`config.mk`:
```
export PLATFORM = sky130hd
export DESIGN_NAME = unit_pack_fifo
export DESIGN_NICKNAME = d
export VERILOG_FILES = /design/src/rtl/unit_pack_pkg.sv /design/src/rtl/unit_pack_fifo_mem.sv /design/src/rtl/unit_pack_fifo.sv
export SDC_FILE = /design/constraint.sdc
export NUM_CORES = 1
export LEC_CHECK = 0
export ABC_AREA = 1
export ABC_CLOCK_PERIOD_IN_PS = 11600
export BUFFER_PORTS_ARGS = -buffer_cell sky130_fd_sc_hd__buf_2
export CORE_UTILIZATION = 35
export CTS_BUF_LIST = sky130_fd_sc_hd__clkbuf_8 sky130_fd_sc_hd__clkbuf_16
export CTS_CLUSTER_DIAMETER = 80
export DETAILED_ROUTE_END_ITERATION = 10
export HOLD_SLACK_MARGIN = 0.02
export PLACE_DENSITY_LB_ADDON = 0.05
export SLEW_MARGIN = 20
export SYNTH_ARGS = -nofsm -noshare
export SYNTH_HDL_FRONTEND = slang
export SYNTH_HIERARCHICAL = 1
export SYNTH_SLANG_ARGS = --single-unit
```
`constraint.sdc`:
```
create_clock -name clk -period 11.6 [get_ports clk]
set_input_delay 1.16 -clock clk [delete_from_list [all_inputs] [get_ports clk]]
set_output_delay 1.16 -clock clk [all_outputs]
set_load 0.005 [all_outputs]
```
`src/rtl/unit_pack_pkg.sv`:
```
// Shared types for the unit packer: FIFO entry layout and the unit-range strobe helper.
// Entry field widths follow the UP_* constants; the top defaults its parameters to them.
package unit_pack_pkg;
  localparam int UP_DATA_WIDTH      = 32;
  localparam int UP_DATA_UNIT       = 8;
  localparam int UP_USER_INFO_WIDTH = 8;
  localparam int UP_UNITS           = UP_DATA_WIDTH / UP_DATA_UNIT;
  localparam int UP_NUM_W           = $clog2(UP_UNITS) + 1;

  typedef struct packed {
    logic [UP_DATA_WIDTH-1:0]      data;
    logic [UP_UNITS-1:0]           strb;
    logic [UP_NUM_W-1:0]           unit_num;
    logic                          done;
    logic                          last;
    logic [UP_USER_INFO_WIDTH-1:0] user_info;
  } entry_t;

  // Strobe bit i set for ofst <= i < end_pos.
  function automatic logic [UP_UNITS-1:0] unit_mask(input logic [UP_NUM_W-1:0] ofst,
                                                    input logic [UP_NUM_W-1:0] end_pos);
    logic [UP_UNITS-1:0] m;
    for (int i = 0; i < UP_UNITS; i++)
      m[i] = (UP_NUM_W'(i) >= ofst) && (UP_NUM_W'(i) < end_pos);
    return m;
  endfunction
endpackage

```
`src/rtl/unit_pack_fifo_mem.sv`:
```
// DEPTH-entry FIFO of packer entries: up to two pushes and one pop per cycle.
// Pointers carry a wrap bit; full/empty come from comparing it.
module unit_pack_fifo_mem
  import unit_pack_pkg::*;
#(
  parameter int DEPTH = 4,
  localparam int AW = $clog2(DEPTH)
) (
  input  logic         clk,
  input  logic         clr,
  input  logic [1:0]   push_n,
  input  entry_t       push0,
  input  entry_t       push1,
  input  logic         pop,
  output entry_t       head,
  output logic [AW:0]  count,
  output logic         empty,
  output logic         full
);
  entry_t mem [DEPTH];
  logic [AW:0] wr_ptr, rd_ptr, wr_nxt;

  assign wr_nxt = wr_ptr + (AW+1)'(1);

  always_ff @(posedge clk) begin
    if (!clr && push_n != 2'd0) mem[wr_ptr[AW-1:0]] <= push0;
    if (!clr && push_n == 2'd2) mem[wr_nxt[AW-1:0]] <= push1;
  end

  always_ff @(posedge clk) begin
    if (clr) begin
      wr_ptr <= '0;
      rd_ptr <= '0;
    end else begin
      wr_ptr <= wr_ptr + (AW+1)'(push_n);
      if (pop) rd_ptr <= rd_ptr + (AW+1)'(1);
    end
  end

  assign empty = (wr_ptr == rd_ptr);
  assign full  = (wr_ptr[AW] != rd_ptr[AW]) && (wr_ptr[AW-1:0] == rd_ptr[AW-1:0]);
  assign count = wr_ptr - rd_ptr;
  assign head  = mem[rd_ptr[AW-1:0]];
endmodule

```
`src/rtl/unit_pack_fifo.sv`:
```
// Packs unit-granular source beats into strobed words and queues them for the consumer.
// Define UNIT_PACK_FIFO_OCC_EN to expose the FIFO occupancy on dst_count.
module unit_pack_fifo
  import unit_pack_pkg::*;
#(
  parameter int DATA_WIDTH      = UP_DATA_WIDTH,
  parameter int DATA_UNIT       = UP_DATA_UNIT,
  parameter int USER_INFO_WIDTH = UP_USER_INFO_WIDTH,
  parameter int DEPTH           = 4,
  localparam int UNITS  = DATA_WIDTH / DATA_UNIT,
  localparam int OFST_W = $clog2(UNITS),
  localparam int NUM_W  = OFST_W + 1,
  localparam int CNT_W  = $clog2(DEPTH) + 1
) (
  input  logic                       clk,
  input  logic                       rst,
  input  logic                       flush,
  input  logic                       src_valid,
  output logic                       src_ready,
  input  logic [DATA_WIDTH-1:0]      src_data,
  input  logic [OFST_W-1:0]          src_offset,
  input  logic [NUM_W-1:0]           src_unit_num,
  input  logic                       src_bgin,
  input  logic [OFST_W-1:0]          src_initial_offset,
  input  logic                       src_done,
  input  logic                       src_last,
  input  logic [USER_INFO_WIDTH-1:0] src_user_info,
  output logic                       dst_valid,
  input  logic                       dst_ready,
  output logic [DATA_WIDTH-1:0]      dst_data,
  output logic [UNITS-1:0]           dst_strb,
  output logic [NUM_W-1:0]           dst_unit_num,
  output logic                       dst_done,
  output logic                       dst_last,
  output logic [USER_INFO_WIDTH-1:0] dst_user_info,
  output logic                       pack_err
`ifdef UNIT_PACK_FIFO_OCC_EN
  ,
  output logic [CNT_W-1:0]           dst_count
`endif
);
  localparam int TOT_W = NUM_W + 1;

  entry_t head, push0, push1, ent_err, ent_w0, ent_w1, spill;
  logic [1:0] push_n, k;
  logic [CNT_W-1:0] count;
  logic empty, full, pop, accept, spill_vld, spill_push;

  logic                       acc_open;
  logic [DATA_WIDTH-1:0]      acc_data, d0, shifted, dmask;
  logic [OFST_W-1:0]          acc_fill, acc_ofst, p, o, rem;
  logic [USER_INFO_WIDTH-1:0] acc_user, u;
  logic [NUM_W-1:0]           n;
  logic [TOT_W-1:0]           total;
  logic [2*DATA_WIDTH-1:0]    comb2;
  logic                       is_full, pe, p0, p1;

  // A third entry (bgin-while-open plus split done beat) parks in spill; the source stalls until it drains.
  assign src_ready  = !spill_vld && (count <= CNT_W'(DEPTH - 2));
  assign accept     = src_valid && src_ready && !flush;
  assign pop        = !empty && dst_ready && !flush;
  assign spill_push = spill_vld && !full;

  always_comb begin
    n       = (src_unit_num > NUM_W'(UNITS)) ? NUM_W'(UNITS) : src_unit_num;
    shifted = src_data >> (DATA_UNIT * int'(src_offset));
    for (int i = 0; i < UNITS; i++)
      dmask[i*DATA_UNIT +: DATA_UNIT] = {DATA_UNIT{NUM_W'(i) < n}};
    p       = src_bgin ? src_initial_offset : acc_fill;
    o       = src_bgin ? src_initial_offset : acc_ofst;
    u       = src_bgin ? src_user_info : acc_user;
    d0      = src_bgin ? '0 : acc_data;
    comb2   = {{DATA_WIDTH{1'b0}}, d0}
            | ({{DATA_WIDTH{1'b0}}, shifted & dmask} << (DATA_UNIT * int'(p)));
    total   = TOT_W'(p) + TOT_W'(n);
    is_full = total >= TOT_W'(UNITS);
    rem     = OFST_W'(total - TOT_W'(UNITS));
    pe      = src_bgin && acc_open;
    p0      = is_full || src_done;
    p1      = is_full && src_done && (rem != '0);

    ent_err = '{data: acc_data, strb: unit_mask(NUM_W'(acc_ofst), NUM_W'(acc_fill)),
                unit_num: NUM_W'(acc_fill), done: 1'b1, last: 1'b0, user_info: acc_user};

    ent_w0.data      = comb2[DATA_WIDTH-1:0];
    ent_w0.user_info = u;
    if (is_full) begin
      ent_w0.strb     = unit_mask(NUM_W'(o), NUM_W'(UNITS));
      ent_w0.unit_num = NUM_W'(UNITS);
      ent_w0.done     = src_done && (rem == '0);
      ent_w0.last     = src_done && (rem == '0) && src_last;
    end else begin
      ent_w0.strb     = unit_mask(NUM_W'(o), NUM_W'(total));
      ent_w0.unit_num = NUM_W'(total);
      ent_w0.done     = 1'b1;
      ent_w0.last     = src_last;
    end

    ent_w1 = '{data: comb2[2*DATA_WIDTH-1:DATA_WIDTH], strb: unit_mask('0, NUM_W'(rem)),
               unit_num: NUM_W'(rem), done: 1'b1, last: src_last, user_info: u};

    k      = 2'(pe) + 2'(p0) + 2'(p1);
    push_n = 2'd0;
    push0  = ent_w0;
    push1  = ent_w1;
    if (spill_push) begin
      push_n = 2'd1;
      push0  = spill;
    end else if (accept) begin
      push0  = pe ? ent_err : ent_w0;
      push1  = pe ? ent_w0 : ent_w1;
      push_n = (k == 2'd3) ? 2'd2 : k;
    end
  end

  always_ff @(posedge clk) begin
    if (rst || flush) begin
      acc_open  <= 1'b0;
      acc_data  <= '0;
      acc_fill  <= '0;
      acc_ofst  <= '0;
      acc_user  <= '0;
      spill_vld <= 1'b0;
      spill     <= '0;
      pack_err  <= 1'b0;
    end else begin
      pack_err <= accept && pe;
      if (spill_push) spill_vld <= 1'b0;
      if (accept) begin
        acc_user <= u;
        if (k == 2'd3) begin
          spill_vld <= 1'b1;
          spill     <= ent_w1;
        end
        if (src_done) begin
          acc_open <= 1'b0;
          acc_data <= '0;
          acc_fill <= '0;
          acc_ofst <= '0;
        end else if (is_full) begin
          acc_open <= 1'b1;
          acc_data <= comb2[2*DATA_WIDTH-1:DATA_WIDTH];
          acc_fill <= rem;
          acc_ofst <= '0;
        end else begin
          acc_open <= 1'b1;
          acc_data <= comb2[DATA_WIDTH-1:0];
          acc_fill <= OFST_W'(total);
          acc_ofst <= o;
        end
      end
    end
  end

  unit_pack_fifo_mem #(.DEPTH(DEPTH)) u_mem (
    .clk    (clk),
    .clr    (rst || flush),
    .push_n (push_n),
    .push0  (push0),
    .push1  (push1),
    .pop    (pop),
    .head   (head),
    .count  (count),
    .empty  (empty),
    .full   (full)
  );

  // Zero the head fields when empty so stale storage never shows on dst.
  assign dst_valid     = !empty;
  assign dst_data      = empty ? '0 : head.data;
  assign dst_strb      = empty ? '0 : head.strb;
  assign dst_unit_num  = empty ? '0 : head.unit_num;
  assign dst_done      = !empty && head.done;
  assign dst_last      = !empty && head.last;
  assign dst_user_info = empty ? '0 : head.user_info;
`ifdef UNIT_PACK_FIFO_OCC_EN
  assign dst_count     = count;
`endif
endmodule
```
# ---- After elaboration in Yosys (flattened, before gate mapping)
# Memory sizes are Yosys's and may differ from the RTL's. A register that Yosys moved wholly into a read port is not among the register bits.
# Index checks and enable logic that the tools add are counted.
dict set report op_classes {
  shift 2
  n_bitwise 2
  n_mux 35
  add_sub_neg 8
  n_eq_ne 5
  n_reduce_logical 34
  n_lt_le_gt_ge 23
}
# operator count
set ops {}
lappend ops {{49-bit 2-to-1 mux} 6}
lappend ops {{32-bit 2-to-1 mux} 4}
lappend ops {{32-bit by 64-bit bitwise OR with 64-bit output} 1}
lappend ops {{32-bit by 5-bit << shifter with 64-bit output} 1}
lappend ops {{32-bit bitwise AND} 1}
lappend ops {{32-bit by 5-bit right shift with 32-bit output} 1}
lappend ops {{1-bit logical AND} 23}
lappend ops {{2-bit 2-to-1 mux} 11}
lappend ops {{8-bit 2-to-1 mux} 2}
lappend ops {{1-bit by 3-bit < comparator with 1-bit output (first input constant)} 4}
lappend ops {{2-bit by 3-bit < comparator with 1-bit output (first input constant)} 4}
lappend ops {{9-bit 2-to-1 mux} 1}
lappend ops {{1-bit by 2-bit >= comparator with 1-bit output (first input constant)} 4}
lappend ops {{1-bit by 2-bit < comparator with 1-bit output (first input constant)} 4}
lappend ops {{1-bit 2-to-1 mux} 8}
lappend ops {{3-bit 2-to-1 mux} 2}
lappend ops {{1-bit zero test} 5}
lappend ops {{2-bit by 3-bit adder with 4-bit output} 1}
lappend ops {{2-bit == test (second input constant)} 2}
lappend ops {{2-bit >= comparator (first input constant)} 2}
lappend ops {{4-bit by 3-bit >= comparator with 1-bit output (second input constant)} 1}
lappend ops {{2-bit < comparator (first input constant)} 2}
lappend ops {{4-bit 2-to-1 mux} 1}
lappend ops {{2-bit nonzero test} 2}
lappend ops {{15 further kinds} 16}
dict set report word_totals {
  mem_count 1
  elab_cells 125
  input_bits 55
  reg_bits 100
  mem_bits_rw 196
  output_inout_bits 52
}
# memory depth width rd rd_ports_with_merged_regs write_ports line
set memory_table {}
lappend memory_table {u_mem.mem 4 49 1 1 2 unit_pack_fifo_mem.sv:20} ;# entry_t mem [DEPTH];

# ---- Logic depth before layout (Yosys ltp)
dict set report logic_depth {
  ltp_word 15
  depth_mapped 24
}

# ---- Modules after synthesis
# Netlist, hierarchy kept.
# mod seq_area_each_um2 n_inst area_each_um2 cells_each
set by_module_without_submodules {}
lappend by_module_without_submodules {unit_pack_fifo_mem 6045.8 1 10885.4 1289}
lappend by_module_without_submodules {unit_pack_fifo 1701.6 1 7071.8 1271}

# ---- Worst setup path before layout
# OpenSTA, ideal clock, no wires.
dict set report synth_path {
  kind {input to register}
  startpoint {input port src_bgin}
  endpoint {memory u_mem/mem[0][0] in the netlist's numbering, enable pin}
  path_slack_ns 3.306
  arrival_ns 7.771
  required_ns 11.076
  n_path_buf 5
  setup_ns 0.524
  stages 20
  cell_sequence {buf_4 -> inv_2 -> buf_6 -> nand2_4 -> nand2_4 -> buf_6 -> buf_6 -> ha_1 -> inv_1 -> fa_1 -> nor2_1 -> nand3_1 -> o21ai_1 -> buf_2 -> nor3_1 -> fa_1 -> nand2_1 -> o21ai_0 -> o21ai_0 -> o21ai_0}
}
# element line
set synth_lines {}
lappend synth_lines {{start, declared} unit_pack_fifo.sv:23} ;# input logic src_bgin,
lappend synth_lines {{end, declared} unit_pack_fifo_mem.sv:20}

==> impl_metrics.ini <==
[cts]
clkLatencyLatePin_ns = 0.56
ctsResizeCount = 0
cts_htree_levels = 2
cts-root-buf = clkbuf_16
clk_pin_slew_worst_paths_ns = 0.06
cts_sinks = 289
cts-hold-fix-buffers = 0
cts_tree = built
cts.path.max_buffers = 3
cts_made_buffers = 38
cts_setup_buffers = 0

[critical_path]
critical_path_arrival_ns = 7.54
path_max_fanout = 52
start_kind = input port
path_class = input port to register
path_cells = buf_2 -> inv_2 -> buf_4 -> nor2_2 -> nor2_4 -> buf_4 -> inv_2 -> fa_1 -> inv_1 -> nor2_1 -> nor3_1 -> fa_1 -> inv_1 -> nor2_1 -> inv_1 -> nor2_1 -> nand3_4 -> o21ai_4 -> buf_4
cp_top_family = buffers and inverters
critPathSlowestCell = nand3_4
crit_buf_inv = 9
required_ns = 11.79
critPathCaptureType = register
r2r_slack_ns = 5.30
max_stage_delay_ns = 0.83

[routing]
drc = 0
ant_nets = 0
drt-total-wl_um = 62400
wl_per_cell_um = 19.2
first_pass_iters = 5
drt_iter0_markers = 1312
vias_per_cell = 5.16
vias = 16790

[timing]
worstMarginPinSlew_ns = 1.07
slew_headroom = 0.285
skew_ns = 0.0208
setup-violations-final = 0
tns_ns = 0
finalCritPeriodShare = 0.634
hold_viol = 0
rsz0062_at_grt = false
finalMaxSlewViolations = 0
fin_crit_ns = 7.36
fmax_mhz = 136

[die]
die-height_um = 229
ioPinCount = 107
start_util = 0.356
row_count = 82
dieArea_um2 = 52200
die_x_um = 229
core_region_area_um2 = 50400

[logic_synthesis]
synth_common_cells = 936 x nand2_1, 347 x nand3_1, 254 x inv_1
yosys.area.top_type = edfxtp_1
synth-seq-area-share = 0.431
synth_most_common_cell = nand2_1
synth_edf_count = 196
syn-cell-area_um2 = 18000
synth_seq_cells = 289
yosysUniqueCellTypes = 39
yosys_warnings = 6
syn_nets = 2625
syn_avg_cell_area_um2 = 7.01
netlist_instances = 2560
ys.flop_type = edfxtp_1
ys_top_cells_by_area = edfxtp_1 33%, nand2_1 20%, dfxtp_1 10%
synth_top_area_share = 0.328
async_flop_share = 0

[power]
p_leak_nw = 8.95
power_density_nw_per_um2 = 134
ir_worst_vdd_mv = 0.170
p_total_w = 0.00269

[placed_design]
numPortBuffers = 106
hpwl_um = 39300
gp_routability_congestion = 0.877
placed_cell_area_um2 = 18800

[cells_and_area]
diodes = 0
layout-drive-gt1-share = 0.0988
syn_to_final_growth_pct = 11.7
fill_cells = 5289
fin_nets = 2617
fin_area_um2 = 20100

[worst_hold_path]
hp-class = register to register

[global_routing]
grt_remaining_overflow = 0
grt_pass1_vias = 15520
grt_max_degree = 103
grt_antenna_before_repair = 0
grt_pass1_wl_um = 95000
grtUsageTotal = 0.236

[run_status]
outcome = complete, no violations

[run]
drv_cap = 0
-- final timing paths --
kind | startpoint | to | cells after the start
max reg2reg | acc_fill[1]$_SDFFE_PP0P_ | u_mem/mem[1][9]$_DFFE_PP_ | 16
min reg2reg | spill[7]$_SDFFE_PP0P_ | spill[7]$_SDFFE_PP0P_ | 2
min | spill[7]$_SDFFE_PP0P_ | spill[7]$_SDFFE_PP0P_ | 2
max | src_bgin | u_mem/mem[1][9]$_DFFE_PP_ | 19
-- worst register-to-register path: cells and delay by family (launching register included) --
| family | cells | cell delay (ns) |
|---|---|---|
| buffers and inverters | 6 | 1.84 |
| AND/OR/NAND/NOR | 7 | 2.07 |
| flip-flops | 1 | 0.36 |
| AO/OA/AOI/OAI | 1 | 0.75 |
| adder cells (fa/ha/maj) | 2 | 0.88 |
-- stage by stage --
stage | hold WS (ns) | setup WS [ns] | std cells | utilization
finish | 0.457 | 4.24 | 3252 | 0.398
global route | 0.477 | 3.77 | 3252 | 0.398
CTS | 0.458 | 4.28 | 3252 | 0.398
detailed placement | 0.449 | 3.69 | 3184 | 0.372
global placement | 0.439 | 3.83 | 3184 | 0.372
floorplan | 0.429 | 3.31 | 2560 | -
-- state kept, by name (all words and copies together), names as in the netlist, named ones only --
name,flops
u_mem/mem,196
pack_err,1
acc_user,8
u_mem/wr_ptr,3
spill,38
spill_vld,1
u_mem/rd_ptr,3
acc_open,1
acc_data,32
acc_ofst,2
acc_fill,2
-- power breakdown --
part / switching (W) / internal, W
clock network: 0.000482 / 0.000752
logic: 0.000241 / 0.0000910
registers: 0.00000451 / 0.00112
total: 0.000727 / 0.00197
-- per-layer routing --
| layer | vias to the layer above | wire [µm] | track usage |
|---|---|---|---|
| met5 | - | 0 | 0 |
| met4 | 0 | 1180 | 0.0600 |
| met3 | 65 | 3620 | 0.0294 |
| met2 | 505 | 27900 | 0.372 |
| met1 | 7875 | 29700 | 0.339 |
| li1 | 8345 | - | - |
-- kinds of logic after synthesis --
| kind of cell | after synthesis | synth area share |
|---|---|---|
| AND/OR/NAND/NOR | 1421 | 0.331 |
| buffers and inverters | 449 | 0.106 |
| AO/OA/AOI/OAI | 387 | 0.121 |
| flip-flops | 289 | 0.431 |
| adder cells (fa/ha/maj) | 10 | 0.00864 |
| XOR/XNOR | 4 | 0.00195 |
-- cell usage in the layout (no fill, tap or decap), types with 4 or more instances in the layout --
master,synthesis,final
a21oi_1,146,146
buf_2,69,106
buf_4,25,26
bufinv_16,0,6
clkbuf_16,0,38
clkinv_1,0,5
clkinv_2,0,5
dfxtp_1,93,91
edfxtp_1,196,196
fa_1,4,4
ha_1,6,6
inv_1,254,259
inv_2,15,15
nand2_1,936,936
nand2_2,7,7
nand3_1,347,343
nand3_2,7,9
nand4_1,13,13
nor2_1,94,88
nor2_2,6,7
nor2_4,3,8
o211ai_1,62,62
o21ai_0,133,128
o21ai_1,19,19
o21ai_4,0,4
o221ai_1,9,9
or2_2,4,4
-- final cells by class --
class                           instances  area, µm²  area share
Multi-Input combinational cell       1822       8430       0.420
Timing Repair Buffer                  132        726      0.0362
Tap cell                              672        841      0.0419
Sequential cell                       289       7750       0.387
Clock inverter                         27        302      0.0150
Clock buffer                           41        992      0.0495
Inverter                              269       1010      0.0503
No activity file was read; power rests on OpenSTA's default activity.
